`src/rtl/mem_write_buffer_if.sv`:
```
// Core, fetch, RAM and halt signals of mem_write_buffer.
// master = core/RAM environment side, slave = the buffer.
interface mem_write_buffer_if #(
  parameter int ADDR_W = 14,
  parameter int DATA_W = 32,
  parameter int TAG_W  = 3
);
  logic              wr_req_valid;
  logic [ADDR_W-1:0] wr_req_addr;
  logic [DATA_W-1:0] wr_req_data;
  logic              wr_req_blocked;
  logic              rd_req_valid;
  logic [TAG_W-1:0]  rd_req_tag;
  logic [ADDR_W-1:0] rd_req_addr;
  logic              rd_req_ready;
  logic              rd_resp_valid;
  logic [TAG_W-1:0]  rd_resp_tag;
  logic [DATA_W-1:0] rd_resp_data;
  logic              if_REN;
  logic [31:0]       if_addr;
  logic              if_hit;
  logic [31:0]       if_load;
  logic              ram_REN;
  logic              ram_WEN;
  logic [31:0]       ram_addr;
  logic [DATA_W-1:0] ram_store;
  logic [DATA_W-1:0] ram_load;
  logic              ram_ready;
  logic              halt_in;
  logic              halt_out;
  logic              DUT_error;

  modport master (
    output wr_req_valid, wr_req_addr, wr_req_data,
    input  wr_req_blocked,
    output rd_req_valid, rd_req_tag, rd_req_addr,
    input  rd_req_ready,
    input  rd_resp_valid, rd_resp_tag, rd_resp_data,
    output if_REN, if_addr,
    input  if_hit, if_load,
    input  ram_REN, ram_WEN, ram_addr, ram_store,
    output ram_load, ram_ready,
    output halt_in,
    input  halt_out, DUT_error
  );

  modport slave (
    input  wr_req_valid, wr_req_addr, wr_req_data,
    output wr_req_blocked,
    input  rd_req_valid, rd_req_tag, rd_req_addr,
    output rd_req_ready,
    output rd_resp_valid, rd_resp_tag, rd_resp_data,
    input  if_REN, if_addr,
    output if_hit, if_load,
    output ram_REN, ram_WEN, ram_addr, ram_store,
    input  ram_load, ram_ready,
    input  halt_in,
    output halt_out, DUT_error
  );
endinterface

```
`src/rtl/mem_write_buffer.sv`:
```
// Posted-write buffer with load forwarding and single-port RAM arbiter.
// Optional: WB_COALESCE_EN merges a write into a matching youngest entry.
module mem_write_buffer #(
  parameter int DEPTH  = 4,
  parameter int ADDR_W = 14,
  parameter int DATA_W = 32,
  parameter int TAG_W  = 3
) (
  input logic CLK,
  input logic nRST,
  mem_write_buffer_if.slave bus
);
  localparam int PW  = $clog2(DEPTH);
  localparam int PAD = 30 - ADDR_W;

  typedef enum logic [1:0] {
    SEL_NONE,
    SEL_DRAIN,
    SEL_READ,
    SEL_FETCH
  } sel_e;

  function automatic logic [31:0] baddr(
    input logic [ADDR_W-1:0] a
  );
    return {{PAD{1'b0}}, a, 2'b00};
  endfunction

  logic [DEPTH-1:0]  vld_q;
  logic [ADDR_W-1:0] addr_q [DEPTH];
  logic [DATA_W-1:0] data_q [DEPTH];
  logic [PW:0]       head_q, head_d;
  logic [PW:0]       tail_q, tail_d;
  logic              rv_q, rv_d;
  logic [TAG_W-1:0]  rt_q, rt_d;
  logic [DATA_W-1:0] rd_q, rd_d;
  logic              err_q, err_d;

  logic [PW-1:0]     hidx, tidx, fidx;
  logic              empty, full;
  logic              fwd_hit;
  logic [DATA_W-1:0] fwd_data;
  sel_e              sel;
  logic              deq, enq, coal, err_set;
  logic              rd_rdy;

  assign hidx  = head_q[PW-1:0];
  assign tidx  = tail_q[PW-1:0];
  assign empty = (head_q == tail_q);
  assign full  = (hidx == tidx) &&
                 (head_q[PW] != tail_q[PW]);

  // Youngest valid entry matching the read address wins
  always_comb begin
    fwd_hit  = 1'b0;
    fwd_data = '0;
    fidx     = '0;
    for (int i = 0; i < DEPTH; i++) begin
      fidx = hidx + PW'(i);
      if (vld_q[fidx] &&
          addr_q[fidx] == bus.rd_req_addr) begin
        fwd_hit  = 1'b1;
        fwd_data = data_q[fidx];
      end
    end
  end

  // RAM owner: full drain, unforwarded read, drain, fetch
  always_comb begin
    sel = SEL_NONE;
    if (full)
      sel = SEL_DRAIN;
    else if (bus.rd_req_valid && !fwd_hit)
      sel = SEL_READ;
    else if (!empty)
      sel = SEL_DRAIN;
    else if (bus.if_REN)
      sel = SEL_FETCH;
  end

  // Only the selected requester drives the RAM port
  always_comb begin
    bus.ram_REN  = 1'b0;
    bus.ram_WEN  = 1'b0;
    bus.ram_addr = '0;
    unique case (sel)
      SEL_DRAIN: begin
        bus.ram_WEN  = 1'b1;
        bus.ram_addr = baddr(addr_q[hidx]);
      end
      SEL_READ: begin
        bus.ram_REN  = 1'b1;
        bus.ram_addr = baddr(bus.rd_req_addr);
      end
      SEL_FETCH: begin
        bus.ram_REN  = 1'b1;
        bus.ram_addr = bus.if_addr;
      end
      default: ;
    endcase
  end

`ifdef WB_COALESCE_EN
  logic [PW-1:0] yidx;
  assign yidx = tidx - 1'b1;
  assign coal = bus.wr_req_valid && !empty &&
                vld_q[yidx] &&
                addr_q[yidx] == bus.wr_req_addr &&
                !(deq && yidx == hidx);
`else
  assign coal = 1'b0;
`endif

  assign deq     = (sel == SEL_DRAIN) && bus.ram_ready;
  assign enq     = bus.wr_req_valid && !full && !coal;
  assign err_set = bus.wr_req_valid && full && !coal;
  assign rd_rdy  = bus.rd_req_valid &&
                   (fwd_hit ||
                    (sel == SEL_READ && bus.ram_ready));

  assign bus.ram_store      = data_q[hidx];
  assign bus.if_load        = bus.ram_load;
  assign bus.if_hit         = (sel == SEL_FETCH) &&
                              bus.ram_ready;
  assign bus.rd_req_ready   = rd_rdy;
  assign bus.wr_req_blocked = full;
  assign bus.halt_out       = bus.halt_in && empty;
  assign bus.rd_resp_valid  = rv_q;
  assign bus.rd_resp_tag    = rt_q;
  assign bus.rd_resp_data   = rd_q;
  assign bus.DUT_error      = err_q;

  // Next-state for pointers, response and error flag
  always_comb begin
    head_d = head_q + (PW+1)'(deq);
    tail_d = tail_q + (PW+1)'(enq);
    rv_d   = rd_rdy;
    rt_d   = rt_q;
    rd_d   = rd_q;
    if (rd_rdy) begin
      rt_d = bus.rd_req_tag;
      rd_d = fwd_hit ? fwd_data : bus.ram_load;
    end
    err_d  = err_q | err_set;
  end

  // Pointer, response and error registers
  always_ff @(posedge CLK or negedge nRST) begin
    if (!nRST) begin
      head_q <= '0;
      tail_q <= '0;
      rv_q   <= 1'b0;
      rt_q   <= '0;
      rd_q   <= '0;
      err_q  <= 1'b0;
    end else begin
      head_q <= head_d;
      tail_q <= tail_d;
      rv_q   <= rv_d;
      rt_q   <= rt_d;
      rd_q   <= rd_d;
      err_q  <= err_d;
    end
  end

  // Entry storage: retire at head, allocate at tail
  always_ff @(posedge CLK or negedge nRST) begin
    if (!nRST) begin
      vld_q <= '0;
      for (int i = 0; i < DEPTH; i++) begin
        addr_q[i] <= '0;
        data_q[i] <= '0;
      end
    end else begin
      if (deq)
        vld_q[hidx] <= 1'b0;
      if (enq) begin
        vld_q[tidx]  <= 1'b1;
        addr_q[tidx] <= bus.wr_req_addr;
        data_q[tidx] <= bus.wr_req_data;
      end
`ifdef WB_COALESCE_EN
      if (coal)
        data_q[yidx] <= bus.wr_req_data;
`endif
    end
  end
endmodule
```
`src/flat_wrapper.sv`:
```
// flat-port wrapper written by rule: the top's interface ports become plain ports
module mem_write_buffer_flat 
#(
  parameter int DEPTH  = 4,
  parameter int ADDR_W = 14,
  parameter int DATA_W = 32,
  parameter int TAG_W  = 3
)
  (CLK, nRST, bus_wr_req_valid, bus_wr_req_addr, bus_wr_req_data, bus_wr_req_blocked, bus_rd_req_valid, bus_rd_req_tag, bus_rd_req_addr, bus_rd_req_ready, bus_rd_resp_valid, bus_rd_resp_tag, bus_rd_resp_data, bus_if_REN, bus_if_addr, bus_if_hit, bus_if_load, bus_ram_REN, bus_ram_WEN, bus_ram_addr, bus_ram_store, bus_ram_load, bus_ram_ready, bus_halt_in, bus_halt_out, bus_DUT_error);
  mem_write_buffer_if #(.ADDR_W(ADDR_W), .DATA_W(DATA_W), .TAG_W(TAG_W)) bus_i ();
  input logic CLK;
  input logic nRST;
  input wire logic [$bits(bus_i.wr_req_valid)-1:0] bus_wr_req_valid;
  input wire logic [$bits(bus_i.wr_req_addr)-1:0] bus_wr_req_addr;
  input wire logic [$bits(bus_i.wr_req_data)-1:0] bus_wr_req_data;
  output wire logic [$bits(bus_i.wr_req_blocked)-1:0] bus_wr_req_blocked;
  input wire logic [$bits(bus_i.rd_req_valid)-1:0] bus_rd_req_valid;
  input wire logic [$bits(bus_i.rd_req_tag)-1:0] bus_rd_req_tag;
  input wire logic [$bits(bus_i.rd_req_addr)-1:0] bus_rd_req_addr;
  output wire logic [$bits(bus_i.rd_req_ready)-1:0] bus_rd_req_ready;
  output wire logic [$bits(bus_i.rd_resp_valid)-1:0] bus_rd_resp_valid;
  output wire logic [$bits(bus_i.rd_resp_tag)-1:0] bus_rd_resp_tag;
  output wire logic [$bits(bus_i.rd_resp_data)-1:0] bus_rd_resp_data;
  input wire logic [$bits(bus_i.if_REN)-1:0] bus_if_REN;
  input wire logic [$bits(bus_i.if_addr)-1:0] bus_if_addr;
  output wire logic [$bits(bus_i.if_hit)-1:0] bus_if_hit;
  output wire logic [$bits(bus_i.if_load)-1:0] bus_if_load;
  output wire logic [$bits(bus_i.ram_REN)-1:0] bus_ram_REN;
  output wire logic [$bits(bus_i.ram_WEN)-1:0] bus_ram_WEN;
  output wire logic [$bits(bus_i.ram_addr)-1:0] bus_ram_addr;
  output wire logic [$bits(bus_i.ram_store)-1:0] bus_ram_store;
  input wire logic [$bits(bus_i.ram_load)-1:0] bus_ram_load;
  input wire logic [$bits(bus_i.ram_ready)-1:0] bus_ram_ready;
  input wire logic [$bits(bus_i.halt_in)-1:0] bus_halt_in;
  output wire logic [$bits(bus_i.halt_out)-1:0] bus_halt_out;
  output wire logic [$bits(bus_i.DUT_error)-1:0] bus_DUT_error;
  assign bus_i.wr_req_valid = bus_wr_req_valid;
  assign bus_i.wr_req_addr = bus_wr_req_addr;
  assign bus_i.wr_req_data = bus_wr_req_data;
  assign bus_wr_req_blocked = bus_i.wr_req_blocked;
  assign bus_i.rd_req_valid = bus_rd_req_valid;
  assign bus_i.rd_req_tag = bus_rd_req_tag;
  assign bus_i.rd_req_addr = bus_rd_req_addr;
  assign bus_rd_req_ready = bus_i.rd_req_ready;
  assign bus_rd_resp_valid = bus_i.rd_resp_valid;
  assign bus_rd_resp_tag = bus_i.rd_resp_tag;
  assign bus_rd_resp_data = bus_i.rd_resp_data;
  assign bus_i.if_REN = bus_if_REN;
  assign bus_i.if_addr = bus_if_addr;
  assign bus_if_hit = bus_i.if_hit;
  assign bus_if_load = bus_i.if_load;
  assign bus_ram_REN = bus_i.ram_REN;
  assign bus_ram_WEN = bus_i.ram_WEN;
  assign bus_ram_addr = bus_i.ram_addr;
  assign bus_ram_store = bus_i.ram_store;
  assign bus_i.ram_load = bus_ram_load;
  assign bus_i.ram_ready = bus_ram_ready;
  assign bus_i.halt_in = bus_halt_in;
  assign bus_halt_out = bus_i.halt_out;
  assign bus_DUT_error = bus_i.DUT_error;
  mem_write_buffer #(.DEPTH(DEPTH), .ADDR_W(ADDR_W), .DATA_W(DATA_W), .TAG_W(TAG_W)) u_core (.CLK(CLK), .nRST(nRST), .bus(bus_i));
endmodule
```
`config.mk`:
```
export PLATFORM = sky130hd
export DESIGN_NAME = mem_write_buffer_flat
export DESIGN_NICKNAME = d
export VERILOG_FILES = /design/src/rtl/mem_write_buffer_if.sv /design/src/rtl/mem_write_buffer.sv /design/src/flat_wrapper.sv
export SDC_FILE = /design/constraint.sdc
export NUM_CORES = 1
export LEC_CHECK = 0
export CORE_UTILIZATION = 40
export CTS_CLUSTER_SIZE = 8
export DETAILED_ROUTE_END_ITERATION = 6
export MAX_ROUTING_LAYER = met4
export PLACE_DENSITY = 0.62
export SETUP_SLACK_MARGIN = 0.2
export SLEW_MARGIN = 10
export SYNTH_ARGS = -nofsm -noshare
export SYNTH_HDL_FRONTEND = slang
export SYNTH_SLANG_ARGS = --single-unit
```
`constraint.sdc`:
```
create_clock -name CLK -period 11 [get_ports CLK]
set_clock_uncertainty 0.1 [all_clocks]
set_input_delay 1.65 -clock CLK [delete_from_list [all_inputs] [get_ports CLK]]
set_output_delay 1.65 -clock CLK [all_outputs]
set_load 0.02 [all_outputs]
```
-- Word-level counts from Yosys, hierarchy flattened
Cells that the tools add are included.
Widths: inputs -> output; s select.
- bits in registers: 231
- bits in latches: 0
- memory bits (writable): 0
- bits in read-only memories: 0
- input bits: 134
- memories kept: 0
- $add $sub $neg: 5
- multiply operators: 0
- div/mod/pow operators: 0
- order comparisons: 13
- eq/ne operators: 10
- shift operators: 0
- mux-type cells: 60
- bitwise gates (word level): 9
- reductions and logical operators: 20
- operator list (kind ; number):
    $mux 32 ; 14
    $bmux 32 s2 ; 4
    $bwmux 128 ; 1
    $mux 14 ; 9
    $bmux 14 s2 ; 4
    $pmux 32 s3 ; 1
    $demux 32 s2 ; 1
    $bwmux 56 ; 1
    $eq 14x14->1 ; 4
    $demux 14 s2 ; 1
    $logic_and 1x1->1 ; 16
    $ge 3x3->1 const B ; 5
    $lt 2x3->1 const B ; 5
    $not 2->3 ; 5
    $mux 1 ; 12
    $bmux 1 s2 ; 4
    $mux 2 ; 4
    $mux 4 ; 2
    $add 3x1->3 ; 2
    $add 2x2->2 const B ; 2
    $and 4x4->4 ; 1
    $demux 1 s2 ; 2
    $eq 2x2->1 const B ; 2
    $ge 2x1->1 const B ; 2
    other kinds (12) ; 13

-- Depth between registers and ports, before layout
- depth after elaboration: 19
- gate-level depth with buffers: 22
- depth with buffers taken out: 13

-- Worst setup path before layout
OpenSTA, ideal clock, no wires.
- path kind: in2out
- start: input port bus_rd_req_addr[2]
- end: output port bus_ram_addr[11]
- data arrival time: 4.319 ns
- data required time: 9.250 ns
- slack: 4.931 ns
- cell stages on the path: 11
- buffers on the path: 3
- cells stage by stage: clkbuf_1 > nand2b_1 > mux2_2 > a2bb2oi_1 > or3b_1 > or4_4 > and4b_1 > buf_6 > a31oi_4 > buf_6 > a221o_1
- cells in the longest elaborated chain, start to end: 12
- RTL lines (item ; line ; RTL):
    start: declaration ; flat_wrapper.sv:19 ; input wire logic [$bits(bus_i.rd_req_addr)-1:0] bus_rd_req_addr;
    $eq 14x14->1 ; mem_write_buffer.sv:61 ; addr_q[fidx] == bus.rd_req_addr) begin
    $logic_and 1x1->1 ; mem_write_buffer.sv:60 ; if (vld_q[fidx] &&
    $mux 1 (3 in a row) ; mem_write_buffer.sv:60 ;
    $mux 1 (*) ; mem_write_buffer.sv:60 ;
    $logic_not 1->1 (*) ; mem_write_buffer.sv:73 ; else if (bus.rd_req_valid && !fwd_hit)
    $logic_and 1x1->1 (*) ; mem_write_buffer.sv:73 ;
    $mux 2 (*) ; mem_write_buffer.sv:73 ;
    $mux 2 (*) ; mem_write_buffer.sv:71 ; if (full)
    $eq 2x2->1 or $eq 2x1->1 (tied branches) ; mem_write_buffer.sv:86 ; unique case (sel)
    $pmux 32 s3 (*) ; mem_write_buffer.sv:86 ;
    end: declaration ; flat_wrapper.sv:30 ; output wire logic [$bits(bus_i.ram_addr)-1:0] bus_ram_addr;
Mark *: on every way between the ends. The rest lies on a longest branch, timed or not.

-- Final worst setup path
- start: register u_core.head_q[0]
- end: output port bus_ram_addr[6]
- cells in the longest elaborated chain, start to end: 16
- RTL lines (item ; line ; RTL):
    start: declaration ; mem_write_buffer.sv:32 ; logic [PW:0] head_q, head_d;
    start signal: assignment ; mem_write_buffer.sv:150 ; head_q <= '0;
    start signal: assignment ; mem_write_buffer.sv:157 ; head_q <= head_d;
    $add 2x1->2 or $not 2->3 (tied branches) ; mem_write_buffer.sv:59, mem_write_buffer.sv:61, mem_write_buffer.sv:89 ;
    $not 2->3 (not written as such) or $bmux 14 s2 (tied branches) ; mem_write_buffer.sv:61, mem_write_buffer.sv:89 ;
    $bmux 14 s2 or $mux 14 (tied branches) ; mem_write_buffer.sv:61, mem_write_buffer.sv:89 ;
    $mux 14 (on tied branches) ; mem_write_buffer.sv:61, mem_write_buffer.sv:89 ;
    $mux 14 (not written as such) or $eq 14x14->1 (tied branches) ; mem_write_buffer.sv:61 ;
    $eq 14x14->1 or $logic_and 1x1->1 (tied branches) ; mem_write_buffer.sv:61, mem_write_buffer.sv:60 ;
    $logic_and 1x1->1 or $mux 1 (tied branches) ; mem_write_buffer.sv:60 ;
    $mux 1 (3 in a row) ; mem_write_buffer.sv:60 ;
    $logic_not 1->1 ; mem_write_buffer.sv:73 ;
    $logic_and 1x1->1 ; mem_write_buffer.sv:73 ;
    $mux 2 ; mem_write_buffer.sv:73 ;
    $mux 2 ; mem_write_buffer.sv:71 ;
    $eq 2x2->1 or $eq 2x1->1 (tied branches) ; mem_write_buffer.sv:86 ;
    $pmux 32 s3 (*) ; mem_write_buffer.sv:86 ;
Mark *: on every way between the ends. The rest lies on a longest branch, timed or not. The select of a mux whose other input is x is not followed.

==> results.sh <==
export IMPL_status="complete, no violations"
export IMPL_final_area_mm2=0.0200
export IMPL_cts_hold_buf=0
export IMPL_cts_tree="done"
export IMPL_die_area_mm2=0.0415
export IMPL_max_freq_mhz=118
export IMPL_first_iter_violations=1304
export IMPL_end_kind="primary output"
export IMPL_dp_hpwl_mm=33.4
export IMPL_syn_avg_cell_area_um2=12.4
export IMPL_max_stage_delay_ns=0.83
export IMPL_antenna_found_initial=4
export IMPL_antenna_left=0
export IMPL_root_buffer="clkbuf_16"
export IMPL_grt_max_degree=101
export IMPL_async_flop_share_pct=100
export IMPL_cts_resized=0
export IMPL_vdd_ir_drop_worst_mv=0.186
export IMPL_yosys_warnings=0
export IMPL_path_clk_slew_ns=0.05
export IMPL_dieHeight_um=204
export IMPL_num_vias=12670
export IMPL_postSynthCellCount=1307
export IMPL_hold_viol_final=0
export IMPL_ys_seq_elements=231
export IMPL_wl_per_cell_um=25.4
export IMPL_die_w_um=204
export IMPL_cap_violations=0
export IMPL_grt_pass1_wl_mm=78.7
export IMPL_routed_wl_mm=51.1
export IMPL_dp_cells=1967
export IMPL_synth_top_area_share_pct=35.5
export IMPL_fin_nets=1621
export IMPL_postCtsSetupRepairBufs=0
export IMPL_synthTopCellsByArea="dfrtp_1 (36%), mux4_2 (23%), mux2_2 (14%)"
export IMPL_grt_pass1_vias=12703
export IMPL_drt_pass1_iter_count=5
export IMPL_rsz0062_at_grt="no"
export IMPL_synth_most_common_cell="dfrtp_1"
export IMPL_seq_area_frac_synth_pct=35.5
export IMPL_drc_errors=0
export IMPL_avgViaCountPerCell=6.29
export IMPL_final_layout_size_suffix_gt1_share_pct=29.7
export IMPL_track_usage_pct=25.6
export IMPL_gp_congestion=0.948
export IMPL_tns_ns=0
export IMPL_synthesis_nets=1449
export IMPL_worstMarginPinSlew_ns=1.13
export IMPL_worst_setup_path_type="reg -> out"
export IMPL_worstSetupStartpointType="flop"
export IMPL_cpMaxStageDelayCell="dfrtp_4"
export IMPL_fin_crit_ns=8.46
export IMPL_path_cells="inv_1, ha_4, buf_4, mux2i_1, a221o_1, o22ai_1, and4b_1, and3_2, buf_4, and4b_1, a31oi_4, a221o_1, clkdlybuf4s50_1"
export IMPL_final_max_slew_viol_count=0
export IMPL_grt_overflow=0
export IMPL_synth_edff_count=0
export IMPL_synth_commonest_cells="dfrtp_1 (231), mux2_2 (196), mux4_2 (165)"
export IMPL_netlist_area_mm2=0.0163
export IMPL_finalCritPeriodShare_pct=76.9
export IMPL_cp_required_ns=9.25
export IMPL_h_tree_depth=2
export IMPL_synth_top_area_cell="dfrtp_1"
export IMPL_ys_flop_type="dfrtp_1"
export IMPL_critPathMaxFanout=38
export IMPL_final_instance_count_excl_fill=2015
export IMPL_port_buffers=272
export IMPL_critPathArrivalTime_ns=6.71
export IMPL_numClockSinks=231
export IMPL_ios=273
export IMPL_rows=73
export IMPL_core_area_mm2=0.0399
export IMPL_finalPower_uw=7330
export IMPL_setup_viol=0
export IMPL_min_path_type="reg -> reg"
export IMPL_cp_buffers_inverters=4
export IMPL_dpl_cell_area_mm2=0.0190
export IMPL_yosysUniqueCellTypes=62
export IMPL_numCtsBuffers=35
export IMPL_clock_path_buffers=3
export IMPL_total_leakage_power_uw=0.00749
export IMPL_cpLargestDelayFamily="buffers and inverters"
export IMPL_initial_utilization_pct=40.8
export IMPL_power_per_cell_area_mw_per_mm2=366
export IMPL_syn_to_final_growth_pct=23.1
export IMPL_clk_insertion_delay_late_ns=0.54
export IMPL_slew_headroom_pct=24.5
logic make-up after synthesis:
group,count (synthesis),share of synthesized area [%]
AO/OA/AOI/OAI,167,8.06
buffers and inverters,170,5.35
XOR/XNOR,56,3.01
multiplexers,397,38.6
AND/OR/NAND/NOR,278,8.81
flip-flops,231,35.5
adder cells (fa/ha/maj),8,0.615
final timing paths:
check	cells past startpoint	to	from	slack (ns)
setup / recovery	13	bus_ram_addr[6]	u_core.head_q[0]$_DFF_PN0_	2.54
hold / removal	1	u_core.bus.DUT_error$_DFF_PN0_	u_core.bus.DUT_error$_DFF_PN0_	0.36
setup reg to reg	15	u_core.head_q[2]$_DFF_PN0_	u_core.head_q[0]$_DFF_PN0_	4.85
hold reg to reg	1	u_core.bus.DUT_error$_DFF_PN0_	u_core.bus.DUT_error$_DFF_PN0_	0.36
max in group asynchronous	2	u_core.head_q[1]$_DFF_PN0_	nRST	8.21
min in group asynchronous	1	u_core.data_q[91]$_DFFE_PN0P_	nRST	1.03
power breakdown:
part / internal (uW) / leakage [uW] / switching, uW / total (uW)
clock: 591 / 0.000482 / 400 / 991
combinational: 2430 / 0.00427 / 2020 / 4450
sequential: 1290 / 0.00275 / 599 / 1890
metrics by stage:
stage	hold slack (ns)	worst slack [ns]	util, %
floorplan	0.360	4.93	-
global placement	0.342	3.17	47.7
detailed placement	0.352	3.05	47.7
CTS	0.363	2.47	50.2
global route	0.375	2.14	50.2
finish	0.356	2.54	50.2
area by class of cell:
| class | instances | area, um2 |
|---|---|---|
| fillers | 3525 | 19900 |
| multi-input cells | 906 | 9660 |
| flip-flops and latches | 231 | 5790 |
| repair buffers | 293 | 2890 |
| clock buffers | 40 | 925 |
| well taps | 525 | 657 |
| clock inverters | 4 | 60.1 |
| inverters | 12 | 45.0 |
| diodes | 4 | 10.0 |
worst reg2reg max path: stages, from the launching register on:
cell	delay, ns
dfrtp_4	0.83
inv_1	0.46
ha_4	0.80
buf_4	0.54
mux2i_1	0.19
a221o_1	0.32
o22ai_1	0.25
and4b_1	0.28
and3_2	0.17
buf_4	0.45
and4b_1	0.39
a31oi_4	0.60
and2_1	0.25
ha_1	0.15
ha_1	0.15
xor2_1	0.15
cell usage in the layout (no fill, tap or decap), types with 6 or more instances in the layout:
master,instances
nor2b_1,7
xnor2_1,47
o211ai_1,12
nor3_1,63
nor2_1,20
o31ai_1,32
inv_1,11
mux2i_1,36
nor3b_1,12
nand3_1,11
xor2_1,9
mux4_2,165
a221o_1,12
and2_1,6
and3_1,22
dfrtp_1,229
clkdlybuf4s50_1,271
mux2_2,196
o22ai_1,33
o311a_1,30
o21ai_0,10
a21oi_1,8
ha_1,7
buf_4,21
nand4_1,16
nand2_1,89
clkbuf_16,35
layer usage:
| metal | global-route usage, % | part of all wire, % | wire, um |
|---|---|---|---|
| met1 | 34.8 | 43 | 21800 |
| met2 | 39.5 | 47 | 24300 |
| met3 | 5.19 | 8.2 | 4200 |
| met4 | 6.12 | 1.7 | 856 |
| met5 | - | 0 | 0 |
state kept, by name, indices dropped and copies added, names as in the netlist:
register	flops
u_core.bus.DUT_error	1
u_core.bus.rd_resp_data	32
u_core.addr_q	56
u_core.bus.rd_resp_valid	1
u_core.data_q	128
u_core.head_q	3
u_core.bus.rd_resp_tag	3
u_core.vld_q	4
u_core.tail_q	3
Power figures use the tool's default switching activity.
